==> config.mk <==
export PLATFORM = sky130hd
export DESIGN_NAME = usb_fs_rx_frontend
export DESIGN_NICKNAME = d
export VERILOG_FILES = /design/src/rtl/usb_rx_pkg.sv /design/src/rtl/usb_rx_dpll.sv /design/src/rtl/usb_fs_rx_frontend.sv
export SDC_FILE = /design/constraint.sdc
export NUM_CORES = 1
export LEC_CHECK = 0
export CAP_MARGIN = 20
export CORE_ASPECT_RATIO = 0.9
export CORE_MARGIN = 4
export CORE_UTILIZATION = 30
export CTS_CLUSTER_SIZE = 10
export DETAILED_ROUTE_END_ITERATION = 7
export PLACE_DENSITY = 0.5
export SETUP_SLACK_MARGIN = 0.2
export SLEW_MARGIN = 20
export SYNTH_ARGS = -nofsm -noshare
export SYNTH_HDL_FRONTEND = slang
export SYNTH_SLANG_ARGS = --single-unit
export TNS_END_PERCENT = 100
==> constraint.sdc <==
create_clock -name clk_48mhz -period 1.8 [get_ports clk_48mhz]
set_input_delay 0.36 -clock clk_48mhz [delete_from_list [all_inputs] [get_ports clk_48mhz]]
set_output_delay 0.36 -clock clk_48mhz [all_outputs]
set_load 0.03 [all_outputs]
==> src/rtl/usb_rx_pkg.sv <==
// Shared encodings and constants for the full-speed USB receive front-end.
package usb_rx_pkg;

  typedef enum logic [1:0] {
    LS_SE0 = 2'd0,
    LS_J   = 2'd1,
    LS_K   = 2'd2,
    LS_SE1 = 2'd3
  } line_state_e;

  typedef enum logic [1:0] {
    ST_IDLE,
    ST_SYNC,
    ST_DATA,
    ST_EOP
  } rx_state_e;

  localparam int unsigned HIST_W = 8;
  localparam int unsigned ONES_W = 3;
  localparam int unsigned EOP_W  = 2;

  // SYNC symbols K J K J K J K K, oldest in the MSB, 1 = K
  localparam logic [HIST_W-1:0] SYNC_HIST   = 8'b1010_1011;
  localparam logic [ONES_W-1:0] MAX_ONES    = ONES_W'(6);
  localparam logic [EOP_W-1:0]  EOP_SE0_MAX = EOP_W'(3);

  function automatic logic is_data_sym(input line_state_e s);
    return (s == LS_J) || (s == LS_K);
  endfunction

endpackage

==> src/rtl/usb_rx_dpll.sv <==
// Line synchroniser, registered line state and 4x-oversampling bit-timing recovery.
module usb_rx_dpll
  import usb_rx_pkg::*;
#(
  parameter int unsigned SYNC_STAGES = 2
) (
  input  logic       clk,
  input  logic       rst_n,
  input  logic       dp_i,
  input  logic       dn_i,
  output logic [1:0] line_state_o,
  output logic       sample_en_o
);

  localparam int unsigned SW = SYNC_STAGES;

  logic [SW-1:0] dp_sync_q;
  logic [SW-1:0] dn_sync_q;
  logic [1:0]    line_q;
  logic [1:0]    line_d;
  logic [1:0]    phase_q;
  logic [1:0]    phase_d;
  logic          sample_q;

  assign line_d = {dn_sync_q[SW-1], dp_sync_q[SW-1]};

  // Re-centre the sampling phase whenever the registered line state is about to change
  assign phase_d = (line_d != line_q) ? 2'd0 : phase_q + 2'd1;

  always_ff @(posedge clk or negedge rst_n) begin
    if (!rst_n) begin
      dp_sync_q <= '1;
      dn_sync_q <= '0;
      line_q    <= LS_J;
      phase_q   <= 2'd0;
      sample_q  <= 1'b0;
    end else begin
      dp_sync_q <= {dp_sync_q[SW-2:0], dp_i};
      dn_sync_q <= {dn_sync_q[SW-2:0], dn_i};
      line_q    <= line_d;
      phase_q   <= phase_d;
      sample_q  <= (phase_d == 2'd2);
    end
  end

  assign line_state_o = line_q;
  assign sample_en_o  = sample_q;

endmodule

==> src/rtl/usb_fs_rx_frontend.sv <==
// Full-speed USB RX front-end: SYNC/EOP detection, NRZI decode and bit unstuffing.
// Define USB_RX_BUS_RESET_EN to build the SE0 bus-reset detector; otherwise bus_reset is tied low.
module usb_fs_rx_frontend
  import usb_rx_pkg::*;
#(
  parameter int unsigned SYNC_STAGES      = 2,
  parameter int unsigned BUS_RESET_CYCLES = 120
) (
  input  logic       clk_48mhz,
  input  logic       reset_n,
  input  logic       usb_p_rx,
  input  logic       usb_n_rx,
  output logic [1:0] line_state,
  output logic       bit_strobe,
  output logic       bit_data,
  output logic       pkt_start,
  output logic       pkt_end,
  output logic       rx_err,
  output logic       bus_reset
);

  logic              sample_en;
  line_state_e       sym;
  rx_state_e         state_q, state_d;
  logic [HIST_W-1:0] hist_q, hist_d, hist_shift_c;
  logic              prev_k_q, prev_k_d;
  logic [ONES_W-1:0] ones_q, ones_d;
  logic [EOP_W-1:0]  eop_q, eop_d;
  logic              strobe_d, data_d, start_d, end_d, err_d;
  logic              same_c;
  logic              br_hit_c;
  logic              bus_reset_d;

  usb_rx_dpll #(
    .SYNC_STAGES (SYNC_STAGES)
  ) u_dpll (
    .clk          (clk_48mhz),
    .rst_n        (reset_n),
    .dp_i         (usb_p_rx),
    .dn_i         (usb_n_rx),
    .line_state_o (line_state),
    .sample_en_o  (sample_en)
  );

  assign sym          = line_state_e'(line_state);
  assign hist_shift_c = {hist_q[HIST_W-2:0], (sym == LS_K)};
  assign same_c       = ((sym == LS_K) == prev_k_q);

`ifdef USB_RX_BUS_RESET_EN
  localparam int unsigned BR_W = $clog2(BUS_RESET_CYCLES + 1);
  localparam logic [BR_W-1:0] BR_MAX = BR_W'(BUS_RESET_CYCLES);

  logic [BR_W-1:0] br_cnt_q, br_cnt_d;

  // Saturating count of consecutive SE0 clocks
  always_comb begin
    br_cnt_d = '0;
    if (sym == LS_SE0) begin
      br_cnt_d = (br_cnt_q == BR_MAX) ? br_cnt_q : br_cnt_q + BR_W'(1);
    end
  end

  assign bus_reset_d = (br_cnt_d >= BR_MAX);
  assign br_hit_c    = (br_cnt_d == BR_MAX) && (br_cnt_q != BR_MAX);

  always_ff @(posedge clk_48mhz or negedge reset_n) begin
    if (!reset_n) br_cnt_q <= '0;
    else          br_cnt_q <= br_cnt_d;
  end
`else
  logic unused_bus_reset_cycles;
  assign unused_bus_reset_cycles = ^32'(BUS_RESET_CYCLES);
  assign bus_reset_d = 1'b0;
  assign br_hit_c    = 1'b0;
`endif

  always_comb begin
    state_d  = state_q;
    hist_d   = hist_q;
    prev_k_d = prev_k_q;
    ones_d   = ones_q;
    eop_d    = eop_q;
    strobe_d = 1'b0;
    data_d   = 1'b0;
    start_d  = 1'b0;
    end_d    = 1'b0;
    err_d    = 1'b0;
    case (state_q)
      ST_IDLE: begin
        if (sample_en) begin
          if (!is_data_sym(sym)) begin
            hist_d = '0;
          end else if (hist_shift_c == SYNC_HIST) begin
            hist_d   = '0;
            start_d  = 1'b1;
            prev_k_d = 1'b1;
            ones_d   = '0;
            state_d  = ST_SYNC;
          end else begin
            hist_d = hist_shift_c;
          end
        end
      end
      ST_SYNC: state_d = ST_DATA;
      ST_DATA: begin
        if (sample_en) begin
          case (sym)
            LS_J, LS_K: begin
              prev_k_d = (sym == LS_K);
              if (same_c && (ones_q == MAX_ONES)) begin
                end_d   = 1'b1;
                err_d   = 1'b1;
                state_d = ST_IDLE;
              end else if (same_c) begin
                ones_d   = ones_q + ONES_W'(1);
                strobe_d = 1'b1;
                data_d   = 1'b1;
              end else begin
                // A transition after six ones is a stuffed bit and carries no data
                ones_d   = '0;
                strobe_d = (ones_q != MAX_ONES);
              end
            end
            LS_SE0: begin
              eop_d   = EOP_W'(1);
              state_d = ST_EOP;
            end
            default: begin
              end_d   = 1'b1;
              err_d   = 1'b1;
              state_d = ST_IDLE;
            end
          endcase
        end
      end
      ST_EOP: begin
        if (sample_en) begin
          if (sym != LS_SE0) begin
            end_d   = 1'b1;
            err_d   = (sym != LS_J);
            state_d = ST_IDLE;
          end else if (eop_q == EOP_SE0_MAX) begin
            end_d   = 1'b1;
            err_d   = 1'b1;
            state_d = ST_IDLE;
          end else begin
            eop_d = eop_q + EOP_W'(1);
          end
        end
      end
      default: state_d = ST_IDLE;
    endcase
    if (br_hit_c && ((state_q == ST_DATA) || (state_q == ST_EOP))) begin
      strobe_d = 1'b0;
      data_d   = 1'b0;
      end_d    = 1'b1;
      err_d    = 1'b1;
      state_d  = ST_IDLE;
    end
  end

  always_ff @(posedge clk_48mhz or negedge reset_n) begin
    if (!reset_n) begin
      state_q    <= ST_IDLE;
      hist_q     <= '0;
      prev_k_q   <= 1'b0;
      ones_q     <= '0;
      eop_q      <= '0;
      bit_strobe <= 1'b0;
      bit_data   <= 1'b0;
      pkt_start  <= 1'b0;
      pkt_end    <= 1'b0;
      rx_err     <= 1'b0;
      bus_reset  <= 1'b0;
    end else begin
      state_q    <= state_d;
      hist_q     <= hist_d;
      prev_k_q   <= prev_k_d;
      ones_q     <= ones_d;
      eop_q      <= eop_d;
      bit_strobe <= strobe_d;
      bit_data   <= data_d;
      pkt_start  <= start_d;
      pkt_end    <= end_d;
      rx_err     <= err_d;
      bus_reset  <= bus_reset_d;
    end
  end

endmodule

After elaboration in Yosys (flattened, before gate mapping)
Index checks and enable logic that the tools add are counted.

word-level totals
  bits in registers = 29
  input bits = 4
  logic and storage cells = 113
  output and inout port bits = 8

operators by class
  reduce and logical (&&, ||, !) cells = 13
  eq/ne operators = 25
  mux-type cells = 57
  add/subtract/negate cells = 3

operators with widths
  operator                                                count
  2-to-1 mux 2 bit                                        14
  2-to-1 mux 1 bit                                        26
  2-to-1 mux 3 bit                                        7
  2-to-1 mux 7 bit                                        2
  AND reduction 7 bit                                     2
  inequality test 2 x 1 -> 1 bit (second input constant)  6
  AND reduction 6 bit                                     2
  == test 2 bit (second input constant)                   5
  inequality test 2 bit (second input constant)           5
  inequality test 3 bit (second input constant)           3
  == test 8 bit (second input constant)                   1
  one-hot mux 1 bit (2 select lines)                      4
  one-hot mux 2 bit (2 select lines)                      2
  one-hot mux 2 bit (4 select lines)                      1
  one-hot mux 3 bit (2 select lines)                      1
  nonzero test 2 bit                                      3
  adder 2 x 1 -> 2 bit (second input constant)            2
  == test 2 x 1 -> 1 bit (second input constant)          2
  zero test 2 bit                                         2
  adder 3 x 1 -> 3 bit (second input constant)            1
  == test 3 bit (second input constant)                   1
  inequality test 2 bit                                   1
  AND reduction 2 bit                                     1
  OR reduction 2 bit                                      1
  other kinds (3)                                         3

Depth between registers and ports, before layout
Gate-level depths: netlist of run 1.

  word-level depth = 7
  mapped depth = 6
  mapped depth without buffers = 6

Hierarchy
Synthesis of run 1 repeated with hierarchy kept, for this count alone.

unflattened totals
  cell total of the unflattened synthesis = 126
  area, all modules = 1370.1 um2

modules (own cells, without submodules)
  module              area each (um2)  seq. area each (um2)  times used  cells an instance
  usb_fs_rx_frontend  1089.8           500.5                 1           111
  usb_rx_dpll         280.3            229.0                 1           15

Worst setup path before layout of run 1
Ideal clock, no wire load.

  path type = register to register
  start point = register u_dpll.line_q[0] (netlist: u_dpll.line_state_o[0])
  end point = register ones_q[0]
  path buffers = 0
  stages on the path, launching flop included = 7
  data required time = 1675 ps
  path slack = -172 ps
  clock period less this slack = 1972 ps
  data arrival time = 1847 ps
  library setup time = 125 ps
  cells stage by stage = dfstp_2 > inv_1 > ha_1 > inv_2 > nor3b_2 > nand3_1 > mux2_2

between the ends
  longest elaborated chain between the ends = 7
  elaborated cells on any way between the ends = 17
  classes of those cells = eq/ne: 8; mux: 5; reduce/logical: 4

RTL lines
  what                                RTL line                   RTL
  start: declaration                  usb_rx_dpll.sv:19          logic [1:0] line_q;
  start signal: assignment            usb_rx_dpll.sv:40          line_q <= line_d;
  == test 2 bit                       -
  == test 1 bit                       usb_fs_rx_frontend.sv:47   assign same_c = ((sym == LS_K) == prev_k_q);
  2-to-1 mux 3 bit                    usb_fs_rx_frontend.sv:114  end else if (same_c) begin
  2-to-1 mux 3 bit                    usb_fs_rx_frontend.sv:110  if (same_c && (ones_q == MAX_ONES)) begin
  2-to-1 mux 3 bit                    usb_fs_rx_frontend.sv:107  case (sym)
  2-to-1 mux 3 bit                    usb_fs_rx_frontend.sv:106  if (sample_en) begin
  one-hot mux 3 bit (2 select lines)  usb_fs_rx_frontend.sv:88   case (state_q)
  end signal: assignment              usb_fs_rx_frontend.sv:179  ones_q <= ones_d;
  end: declaration                    usb_fs_rx_frontend.sv:27   logic [ONES_W-1:0] ones_q, ones_d;

Parallel ways exist; a longest one is shown, timed or not. The select of a mux whose other input is x is not followed.
A chain may end at the register's enable or synchronous reset.

Worst setup path after layout of run 1
  start point = register u_dpll.line_q[0] (netlist: u_dpll.line_state_o[0])
  end point = register state_q[0]

between the ends
  longest elaborated chain between the ends = 5
  elaborated cells on any way between the ends = 19
  classes of those cells = eq/ne: 8; mux: 5; reduce/logical: 6

RTL lines
  what                                                                              RTL line                                              RTL
  == test 2 bit / == test 2 x 1 -> 1 bit (equally long branches)                    -
  OR reduction 2 bit / == test 1 bit (equally long branches)                        usb_fs_rx_frontend.sv:107, usb_fs_rx_frontend.sv:47
  one-hot mux 2 bit (2 select lines) / logical AND 1 bit (equally long branches)    usb_fs_rx_frontend.sv:107, usb_fs_rx_frontend.sv:110
  2-to-1 mux 2 bit / inequality test 3 bit (equally long branches)                  -
  one-hot mux 2 bit (4 select lines) / AND reduction 7 bit (equally long branches)  -
  end signal: assignment                                                            usb_fs_rx_frontend.sv:176                             state_q <= state_d;
  end: declaration                                                                  usb_fs_rx_frontend.sv:24                              rx_state_e state_q, state_d;

Parallel ways exist; a longest one is shown, timed or not. The select of a mux whose other input is x is not followed.

==> results of run 1 <==
cell usage after synthesis, types with 3 or more instances:
library cell,count,area [µm²]
a21oi_1,4,20.0
a22o_1,7,61.3
a31oi_1,3,18.8
dfrtp_1,26,651
dfstp_2,3,78.8
ha_1,7,87.6
inv_1,5,18.8
nand2_1,12,45.0
nand3_1,3,15.0
nor2_1,5,18.8
o21ai_1,3,15.0
xnor2_1,3,26.3
worst paths after layout:
kind / start / to
worst max-delay path: u_dpll.line_state_o[0]$_DFF_PN1_ / state_q[0]$_DFFE_PN0P_
worst min-delay path: u_dpll.dn_sync_q[0]$_DFF_PN0_ / u_dpll.dn_sync_q[1]$_DFF_PN0_
worst max register to register: u_dpll.line_state_o[0]$_DFF_PN1_ / state_q[0]$_DFFE_PN0P_
worst min register to register: u_dpll.dn_sync_q[0]$_DFF_PN0_ / u_dpll.dn_sync_q[1]$_DFF_PN0_
max in group asynchronous: reset_n / u_dpll.dp_sync_q[0]$_DFF_PN1_
min in group asynchronous: reset_n / pkt_start$_DFF_PN0_
layout make-up:
cell class                      count  area, µm²
Sequential cell                    29        731
Inverter                            6       32.5
Tap cell                           60       75.1
Clock inverter                      2       35.0
Fill cell                         421       2410
Multi-Input combinational cell     74        629
Clock buffer                        6       72.6
Timing Repair Buffer               24        196
routing by layer:
| layer | global-route usage | vias up | part of all wire |
|---|---|---|---|
| met3 | 0.0389 | 7 | 0.070 |
| met5 | 0 | - | 0 |
| met2 | 0.166 | 32 | 0.46 |
| li1 | - | 451 | - |
| met4 | 0.0583 | 0 | 0.021 |
| met1 | 0.133 | 453 | 0.44 |
power by group through the flow:
stage	combinational (W)	clock (W)	sequential (W)
floorplan	0.0000758	0	0.000708
global placement	0.000114	0	0.000707
detailed placement	0.000115	0	0.000709
CTS	0.000131	0.000674	0.000696
global route	0.000149	0.000716	0.000699
finish	0.000135	0.000658	0.000696
per-stage QoR:
step | setup TNS, ns | total power, W | worst slack (ns) | hold slack, ns | utilization
finish | 0 | 0.00149 | 0.115 | 0.354 | 0.423
global placement | 0 | 0.000821 | 0.0962 | 0.342 | 0.374
floorplan | -0.00265 | 0.000784 | -0.00265 | 0.0644 | -
global route | 0 | 0.00156 | 0.0407 | 0.364 | 0.423
detailed placement | 0 | 0.000824 | 0.0663 | 0.345 | 0.374
CTS | 0 | 0.00150 | 0.129 | 0.357 | 0.414
registers in the layout (all words and copies together), names as in the netlist:
name / flops
hist_q: 7
ones_q: 3
eop_q: 2
state_q: 2
u_dpll.dn_sync_q: 2
u_dpll.dp_sync_q: 2
u_dpll.line_state_o: 2
u_dpll.phase_q: 2
bit_data: 1
bit_strobe: 1
pkt_end: 1
pkt_start: 1
prev_k_q: 1
rx_err: 1
u_dpll.sample_en_o: 1
logic make-up after synthesis:
kind of cell,synth area share
simple gates,0.168
flops,0.545
compound gates,0.134
buf+inv,0.0364
fa+ha+maj,0.0654
xor+xnor,0.0318
mux,0.0168
other cells,0.00280
worst max-delay path: stages (launching register included):
cell,delay [ns]
dfstp_2,0.57
inv_4,0.06
ha_2,0.20
nand4b_1,0.19
buf_4,0.15
nor4_2,0.04
or3_1,0.36
what timing repair did:
action	CTS	global route
cloned	0	0
endpoints found under the hold margin	0	0
setup buffers	6	5
gates resized for setup	14	1
endpoints found under the setup margin	19	11
pin swaps	7	5
==> results.py, run 1 <==
metrics = {
    "worst_setup_path": {
        "crit_path_end_kind": "register",
        "reg2reg_depth": 6,
        "crit_fanout": 3,
        "required_ns": 1.96,
        "cp-start-kind": "register",
        "r2r_slack_ns": 0.12,
        "arrival_ns": 1.84,
        "criticalPathCategory": "register to register",
    },
    "clock_tree": {
        "cts_tree": "done",
        "postCtsHoldBufs": 0,
        "clk_latency_ns": 0.28,
        "cts_buffers": 5,
        "cts.sinks": 29,
        "root_buffer": "clkbuf_8",
        "clk_pin_slew_ns": 0.06,
        "htreeDepth": 2,
        "clockBufferDepth": 2,
    },
    "flow_run": {
        "maxCapViolations": 0,
    },
    "synth": {
        "yosysSeqAreaShare": 0.545,
        "yosysWarningCount": 0,
        "synth_flop_cell": "dfrtp_1",
        "syn_inst": 112,
        "netlist_area_um2": 1340,
        "ys_async_sr_fraction": 1.00,
        "ys_types": 38,
        "yosys_register_bits": 29,
        "syn_nets": 123,
        "syn_avg_cell_area_um2": 12.0,
        "synth_edf_count": 0,
    },
    "timing": {
        "maxSlewViolCount": 0,
        "skew_ns": 0.00745,
        "finalCritPeriodShare": 0.936,
        "fmax_mhz": 594,
        "hold_violations": 0,
        "period_needed_ns": 1.68,
        "setup_viol": 0,
        "rsz0062_at_grt": "yes",
    },
    "pwr": {
        "p_comb_frac": 0.091,
        "switching_share": 0.227,
        "p_leak_nw": 0.806,
        "clkPwrFrac": 0.442,
        "seq_power_share": 0.467,
        "p_int_w": 0.00115,
        "power_density_nw_per_um2": 841,
        "switchingPower_w": 0.000339,
        "ir_drop_mv": 0.521,
    },
    "global_route": {
        "grt_pass1_wl_mm": 4.53,
        "track_usage": 0.108,
        "grt_max_degree": 30,
        "overflow": 0,
        "grt_antenna_before_repair": 0,
        "grt_pass1_vias": 931,
    },
    "placed_design": {
        "dp_cells": 182,
        "hpwl_mm": 1.81,
        "place_congestion": 0.730,
        "portBuffers": 10,
        "postPlaceCellArea_um2": 1570,
    },
    "floorplan": {
        "design.die.area_um2": 5600,
        "pin_count": 12,
        "die_w_um": 78.4,
        "start_util": 0.320,
        "core_area_um2": 4180,
        "die_h_um": 71.4,
        "rows": 22,
    },
    "final_layout": {
        "fin_area_um2": 1770,
        "final_common_cell": "dfrtp_1",
        "fin_cells": 201,
        "layout_common_cells": "dfrtp_1 (25), buf_4 (14), nand2_1 (12)",
        "final_net_count": 151,
        "syn_to_final_growth_pct": 32.3,
        "drive_gt1_frac": 0.319,
        "insertedDiodeCount": 0,
    },
    "routing": {
        "ant_nets": 0,
        "vias_per_cell": 4.69,
        "drtIter0Drc": 65,
        "wire_per_inst_um": 13.3,
        "drc": 0,
        "wl_mm": 2.68,
        "firstDrtPassIters": 4,
        "vias": 943,
    },
    "hold_path": {
        "whs_path_depth": 0,
        "hp-class": "register to register",
    },
    "outcome": {
        "status": "completed",
    },
}
Note: power is estimated with default switching activity, not from simulation.
==> run 2, diff against run 1 <==
--- a/config.mk
+++ b/config.mk
@@ -12,6 +12,7 @@
 export CTS_CLUSTER_SIZE = 10
 export DETAILED_ROUTE_END_ITERATION = 7
 export PLACE_DENSITY = 0.5
+export RECOVER_POWER = 100
 export SETUP_SLACK_MARGIN = 0.2
 export SLEW_MARGIN = 20
 export SYNTH_ARGS = -nofsm -noshare
==> run 2 against run 1 <==
Sequential share of layout area rose by 0.41 points. Worst hold slack about the same. Clock-buffer cell count is the same. Critical path type unchanged. Highest routed layer unchanged.
==> results.py, run 2 (synthesis results as in run 1) <==
metrics = {
    "worst_setup_path": {
        "crit_path_end_kind": "register",
        "required_ns": 1.96,
        "criticalPathCategory": "register to register",
        "crit_fanout": 3,
        "arrival_ns": 1.84,
        "cp-start-kind": "register",
    },
    "routing": {
        "vias": 939,
        "firstDrtPassIters": 4,
        "drtIter0Drc": 48,
        "drc": 0,
        "wl_mm": 2.68,
        "vias_per_cell": 4.67,
        "ant_nets": 0,
        "wire_per_inst_um": 13.3,
    },
    "timing": {
        "skew_ns": 0.00753,
        "rsz0062_at_grt": "yes",
        "maxSlewViolCount": 0,
        "hold_violations": 0,
        "slew_headroom": 0.524,
        "worst_pin_slew_ns": 0.714,
        "fmax_mhz": 594,
        "period_needed_ns": 1.68,
        "finalCritPeriodShare": 0.936,
        "setup_viol": 0,
    },
    "floorplan": {
        "rows": 22,
        "start_util": 0.320,
        "die_h_um": 71.4,
        "core_area_um2": 4180,
        "die_w_um": 78.4,
        "design.die.area_um2": 5600,
        "pin_count": 12,
    },
    "placed_design": {
        "postPlaceCellArea_um2": 1570,
        "dp_cells": 182,
        "portBuffers": 10,
        "hpwl_mm": 1.81,
        "place_congestion": 0.730,
    },
    "clock_tree": {
        "cts.sinks": 29,
        "postCtsHoldBufs": 0,
        "clk_pin_slew_ns": 0.06,
        "root_buffer": "clkbuf_8",
        "htreeDepth": 2,
        "clockBufferDepth": 2,
        "clk_latency_ns": 0.28,
        "cts_buffers": 5,
        "cts_tree": "done",
    },
    "global_route": {
        "track_usage": 0.108,
        "grt_antenna_before_repair": 0,
        "grt_max_degree": 30,
        "overflow": 0,
        "use_met3": 0.0389,
        "grtUsageMet2": 0.166,
        "grt.busiest_layer": "met2",
        "grt_pass1_vias": 931,
        "grtUsageMet1": 0.133,
        "grt_pass1_wl_mm": 4.53,
    },
    "outcome": {
        "status": "completed",
    },
    "flow_run": {
        "maxCapViolations": 0,
    },
    "final_layout": {
        "final_common_cell": "dfrtp_1",
        "top_regs": "hist_q: 7 flops, ones_q: 3 flops",
        "n_fill_cell": 427,
        "multiInputGateArea_um2": 618,
        "insertedDiodeCount": 0,
        "fin_cells": 201,
        "layout_common_cells": "dfrtp_1 (25), nand2_1 (12), buf_4 (12)",
        "largest_register_ffs": 7,
        "largest_register": "hist_q",
        "syn_to_final_growth_pct": 31.0,
        "drive_gt1_frac": 0.284,
        "final_net_count": 151,
        "fin_area_um2": 1750,
        "seq_area_um2": 731,
    },
    "hold_path": {
        "hp-class": "register to register",
    },
    "pwr": {
        "p_leak_nw": 0.801,
        "switchingPower_w": 0.000339,
        "clkPwrFrac": 0.444,
        "ir_drop_mv": 0.521,
        "p_comb_frac": 0.088,
        "seq_power_share": 0.468,
        "p_int_w": 0.00115,
        "power_density_nw_per_um2": 847,
        "switching_share": 0.228,
    },
}
## run 2: timing repair
action                     in CTS  in global routing
setup endpoints to repair      19                 11
buffers inserted                6                  5
resized for setup              14                  1
pin swaps                       7                  5
gates cloned                    0                  0
## run 2: per-stage QoR
stage / hold slack [ns] / TNS [ns] / utilization / power, W / worst slack, ns
after detailed placement: 0.345 / 0 / 0.374 / 0.000824 / 0.0663
final: 0.354 / 0 / 0.419 / 0.00149 / 0.115
after floorplan: 0.0644 / -0.00265 / - / 0.000784 / -0.00265
after global routing: 0.369 / 0 / 0.419 / 0.00156 / 0.0345
after CTS: 0.357 / 0 / 0.414 / 0.00150 / 0.129
after global placement: 0.342 / 0 / 0.374 / 0.000821 / 0.0962
## run 2: area by class of cell
cell class,instances,area share
multi-input cells,74,0.352
repair buffers,24,0.108
clock buffers,6,0.0414
inverters,6,0.0185
well taps,60,0.0428
clock inverters,2,0.0200
flip-flops and latches,29,0.417
## run 2: worst max-delay path, cell delays in order (launching register included)
cell,delay (ns)
dfstp_2,0.56
inv_4,0.06
ha_2,0.19
nand4b_1,0.19
buf_4,0.14
nor4_1,0.05
or3_1,0.36
## run 2: metal layers
layer  vias up  wire length, µm
li1        450                -
met4         0               57
met1       460             1220
met3         7              155
met2        22             1240
met5         -                0
## run 2: power groups by stage
stage / combinational [W] / clock, W / sequential (W)
after floorplan: 0.0000758 / 0 / 0.000708
after global placement: 0.000114 / 0 / 0.000707
after detailed placement: 0.000115 / 0 / 0.000709
after CTS: 0.000131 / 0.000674 / 0.000696
after global routing: 0.000145 / 0.000716 / 0.000698
final: 0.000131 / 0.000659 / 0.000696
## run 2: path summary, 6_finish.rpt
kind	endpoint	slack, ns	from	depth (start not counted)
hold reg to reg	u_dpll.dn_sync_q[1]$_DFF_PN0_	0.35	u_dpll.dn_sync_q[0]$_DFF_PN0_	0
setup / recovery	state_q[0]$_DFFE_PN0P_	0.12	u_dpll.line_state_o[0]$_DFF_PN1_	6
min in group asynchronous	pkt_start$_DFF_PN0_	0.66	reset_n	2
max in group asynchronous	u_dpll.line_state_o[1]$_DFF_PN0_	0.64	reset_n	2
setup reg to reg	state_q[0]$_DFFE_PN0P_	0.12	u_dpll.line_state_o[0]$_DFF_PN1_	6
hold / removal	u_dpll.dn_sync_q[1]$_DFF_PN0_	0.35	u_dpll.dn_sync_q[0]$_DFF_PN0_	0
==> run 3, diff against run 2 <==
--- a/config.mk
+++ b/config.mk
@@ -18,4 +18,4 @@
 export SYNTH_ARGS = -nofsm -noshare
 export SYNTH_HDL_FRONTEND = slang
 export SYNTH_SLANG_ARGS = --single-unit
-export TNS_END_PERCENT = 100
+export TNS_END_PERCENT = 30
==> run 3 against run 2 <==
Setup slack lost 0.014 ns. Maximum frequency shrank 0.80%. Sequential power barely moved. Final area grew 1.4%. Clock-buffer cell count fell by 1. Non-clock buffer count is 1 lower. Flip-flop and latch count unchanged. Via count fell by 3.7%. Worst hold slack better by 0.00083 ns. Combinational power decreased by 9%. Critical path depth is the same. Clock power is 20% higher. Critical path type unchanged. Largest power group is now the clock network.
==> results.py, run 3 (synthesis results as in run 1) <==
metrics = {
    "clock_tree": {
        "cts_tree": "done",
        "clk_latency_ns": 0.28,
        "postCtsHoldBufs": 0,
        "cts.sinks": 29,
        "clk_pin_slew_ns": 0.06,
        "root_buffer": "clkbuf_8",
        "clockBufferDepth": 2,
        "cts_buffers": 5,
        "htreeDepth": 2,
    },
    "routing": {
        "wl_mm": 2.56,
        "drtIter0Drc": 37,
        "wire_per_inst_um": 12.8,
        "ant_nets": 0,
        "vias_per_cell": 4.52,
        "vias": 904,
        "drc": 0,
        "firstDrtPassIters": 2,
    },
    "timing": {
        "period_needed_ns": 1.70,
        "setup_viol": 0,
        "worst_pin_slew_ns": 0.700,
        "tns_ns": 0,
        "rsz0062_at_grt": "yes",
        "slew_headroom": 0.533,
        "hold_violations": 0,
        "skew_ns": 0.00532,
        "finalCritPeriodShare": 0.943,
        "maxSlewViolCount": 0,
        "fmax_mhz": 589,
    },
    "global_route": {
        "grt_antenna_before_repair": 0,
        "track_usage": 0.0982,
        "grt_pass1_wl_mm": 4.20,
        "grt_max_degree": 30,
        "grt_pass1_vias": 922,
        "overflow": 0,
    },
    "final_layout": {
        "insertedDiodeCount": 0,
        "final_net_count": 150,
        "largest_register_ffs": 7,
        "drive_gt1_frac": 0.293,
        "layout_common_cells": "dfrtp_1 (25), nand2_1 (12), buf_4 (9)",
        "n_fill_cell": 414,
        "top_regs": "hist_q: 7 flops, ones_q: 3 flops",
        "final_common_cell": "dfrtp_1",
        "syn_to_final_growth_pct": 32.9,
        "largest_register": "hist_q",
        "fin_cells": 200,
    },
    "worst_setup_path": {
        "crit_path_end_kind": "register",
        "crit_fanout": 4,
        "criticalPathCategory": "register to register",
        "cp-start-kind": "register",
        "required_ns": 1.95,
        "arrival_ns": 1.85,
    },
    "placed_design": {
        "place_congestion": 0.745,
        "portBuffers": 10,
        "dp_cells": 182,
        "hpwl_mm": 1.72,
    },
    "flow_run": {
        "maxCapViolations": 0,
    },
    "floorplan": {
        "die_w_um": 78.4,
        "pin_count": 12,
        "design.die.area_um2": 5600,
        "start_util": 0.320,
        "die_h_um": 71.4,
        "rows": 22,
        "core_area_um2": 4180,
    },
    "pwr": {
        "ir_drop_mv": 0.539,
        "finalPower_w": 0.00160,
        "power_density_nw_per_um2": 901,
        "p_leak_nw": 0.795,
    },
    "hold_path": {
        "hp-class": "register to register",
    },
    "outcome": {
        "status": "completed",
    },
}
-- run 3: cell types whose count changed in the layout (fill, tap and decap cells not counted), sizes merged --
cell	change
dlygate4sd2	-5
dlygate4sd3	+5
buf	-2
bufinv	+1
-- run 3: power breakdown --
part	internal (W)	switching, W
Sequential	0.000676	0.0000187
Combinational	0.0000533	0.0000660
Clock	0.000549	0.000240
-- run 3: layout make-up --
type / count / area, µm² / share of cell area
Inverter: 6 / 30.0 / 0.0169
Timing Repair Buffer: 23 / 189 / 0.106
Multi-Input combinational cell: 74 / 621 / 0.349
Clock buffer: 5 / 68.8 / 0.0387
Clock inverter: 3 / 65.1 / 0.0366
Sequential cell: 29 / 731 / 0.411
Tap cell: 60 / 75.1 / 0.0422
-- run 3: critical path, cell delays in order (launching register included) --
cell	delay (ns)
dfstp_2	0.56
inv_4	0.06
ha_2	0.21
xnor2_4	0.14
a21oi_2	0.11
and4b_1	0.18
or3_1	0.30
-- run 3: worst paths after layout --
check	from	end	slack, ns	depth (start not counted)
worst max-delay path	u_dpll.line_state_o[0]$_DFF_PN1_	state_q[0]$_DFFE_PN0P_	0.10	6
worst max register to register	u_dpll.line_state_o[0]$_DFF_PN1_	state_q[0]$_DFFE_PN0P_	0.10	6
max in group asynchronous	reset_n	u_dpll.line_state_o[1]$_DFF_PN0_	0.65	2
worst min register to register	u_dpll.dn_sync_q[0]$_DFF_PN0_	u_dpll.dn_sync_q[1]$_DFF_PN0_	0.35	0
worst min-delay path	u_dpll.dn_sync_q[0]$_DFF_PN0_	u_dpll.dn_sync_q[1]$_DFF_PN0_	0.35	0
min in group asynchronous	reset_n	rx_err$_DFF_PN0_	0.66	2
-- run 3: timing repair --
| item | CTS | global route |
|---|---|---|
| gates resized for setup | 3 | 8 |
| pin swaps | 4 | 6 |
| endpoints found under the setup margin | 18 | 17 |
| buffers inserted | 5 | 5 |
-- run 3: through the flow --
stage               hold WS, ns  worst slack (ns)   util  cell area [µm²]
floorplan                0.0644          -0.00327      -             1390
global placement          0.342            0.0935  0.374             1570
detailed placement        0.346            0.0644  0.374             1570
CTS                       0.359             0.138  0.415             1740
global route              0.368            0.0454  0.425             1780
finish                    0.355             0.102  0.425             1780
-- run 3: layer usage --
layer	track usage	wire length, µm	part of all wire
met2	0.150	1210	0.47
met5	0	0	0
met1	0.119	1160	0.45
met4	0.0466	51	0.020
met3	0.0440	140	0.055
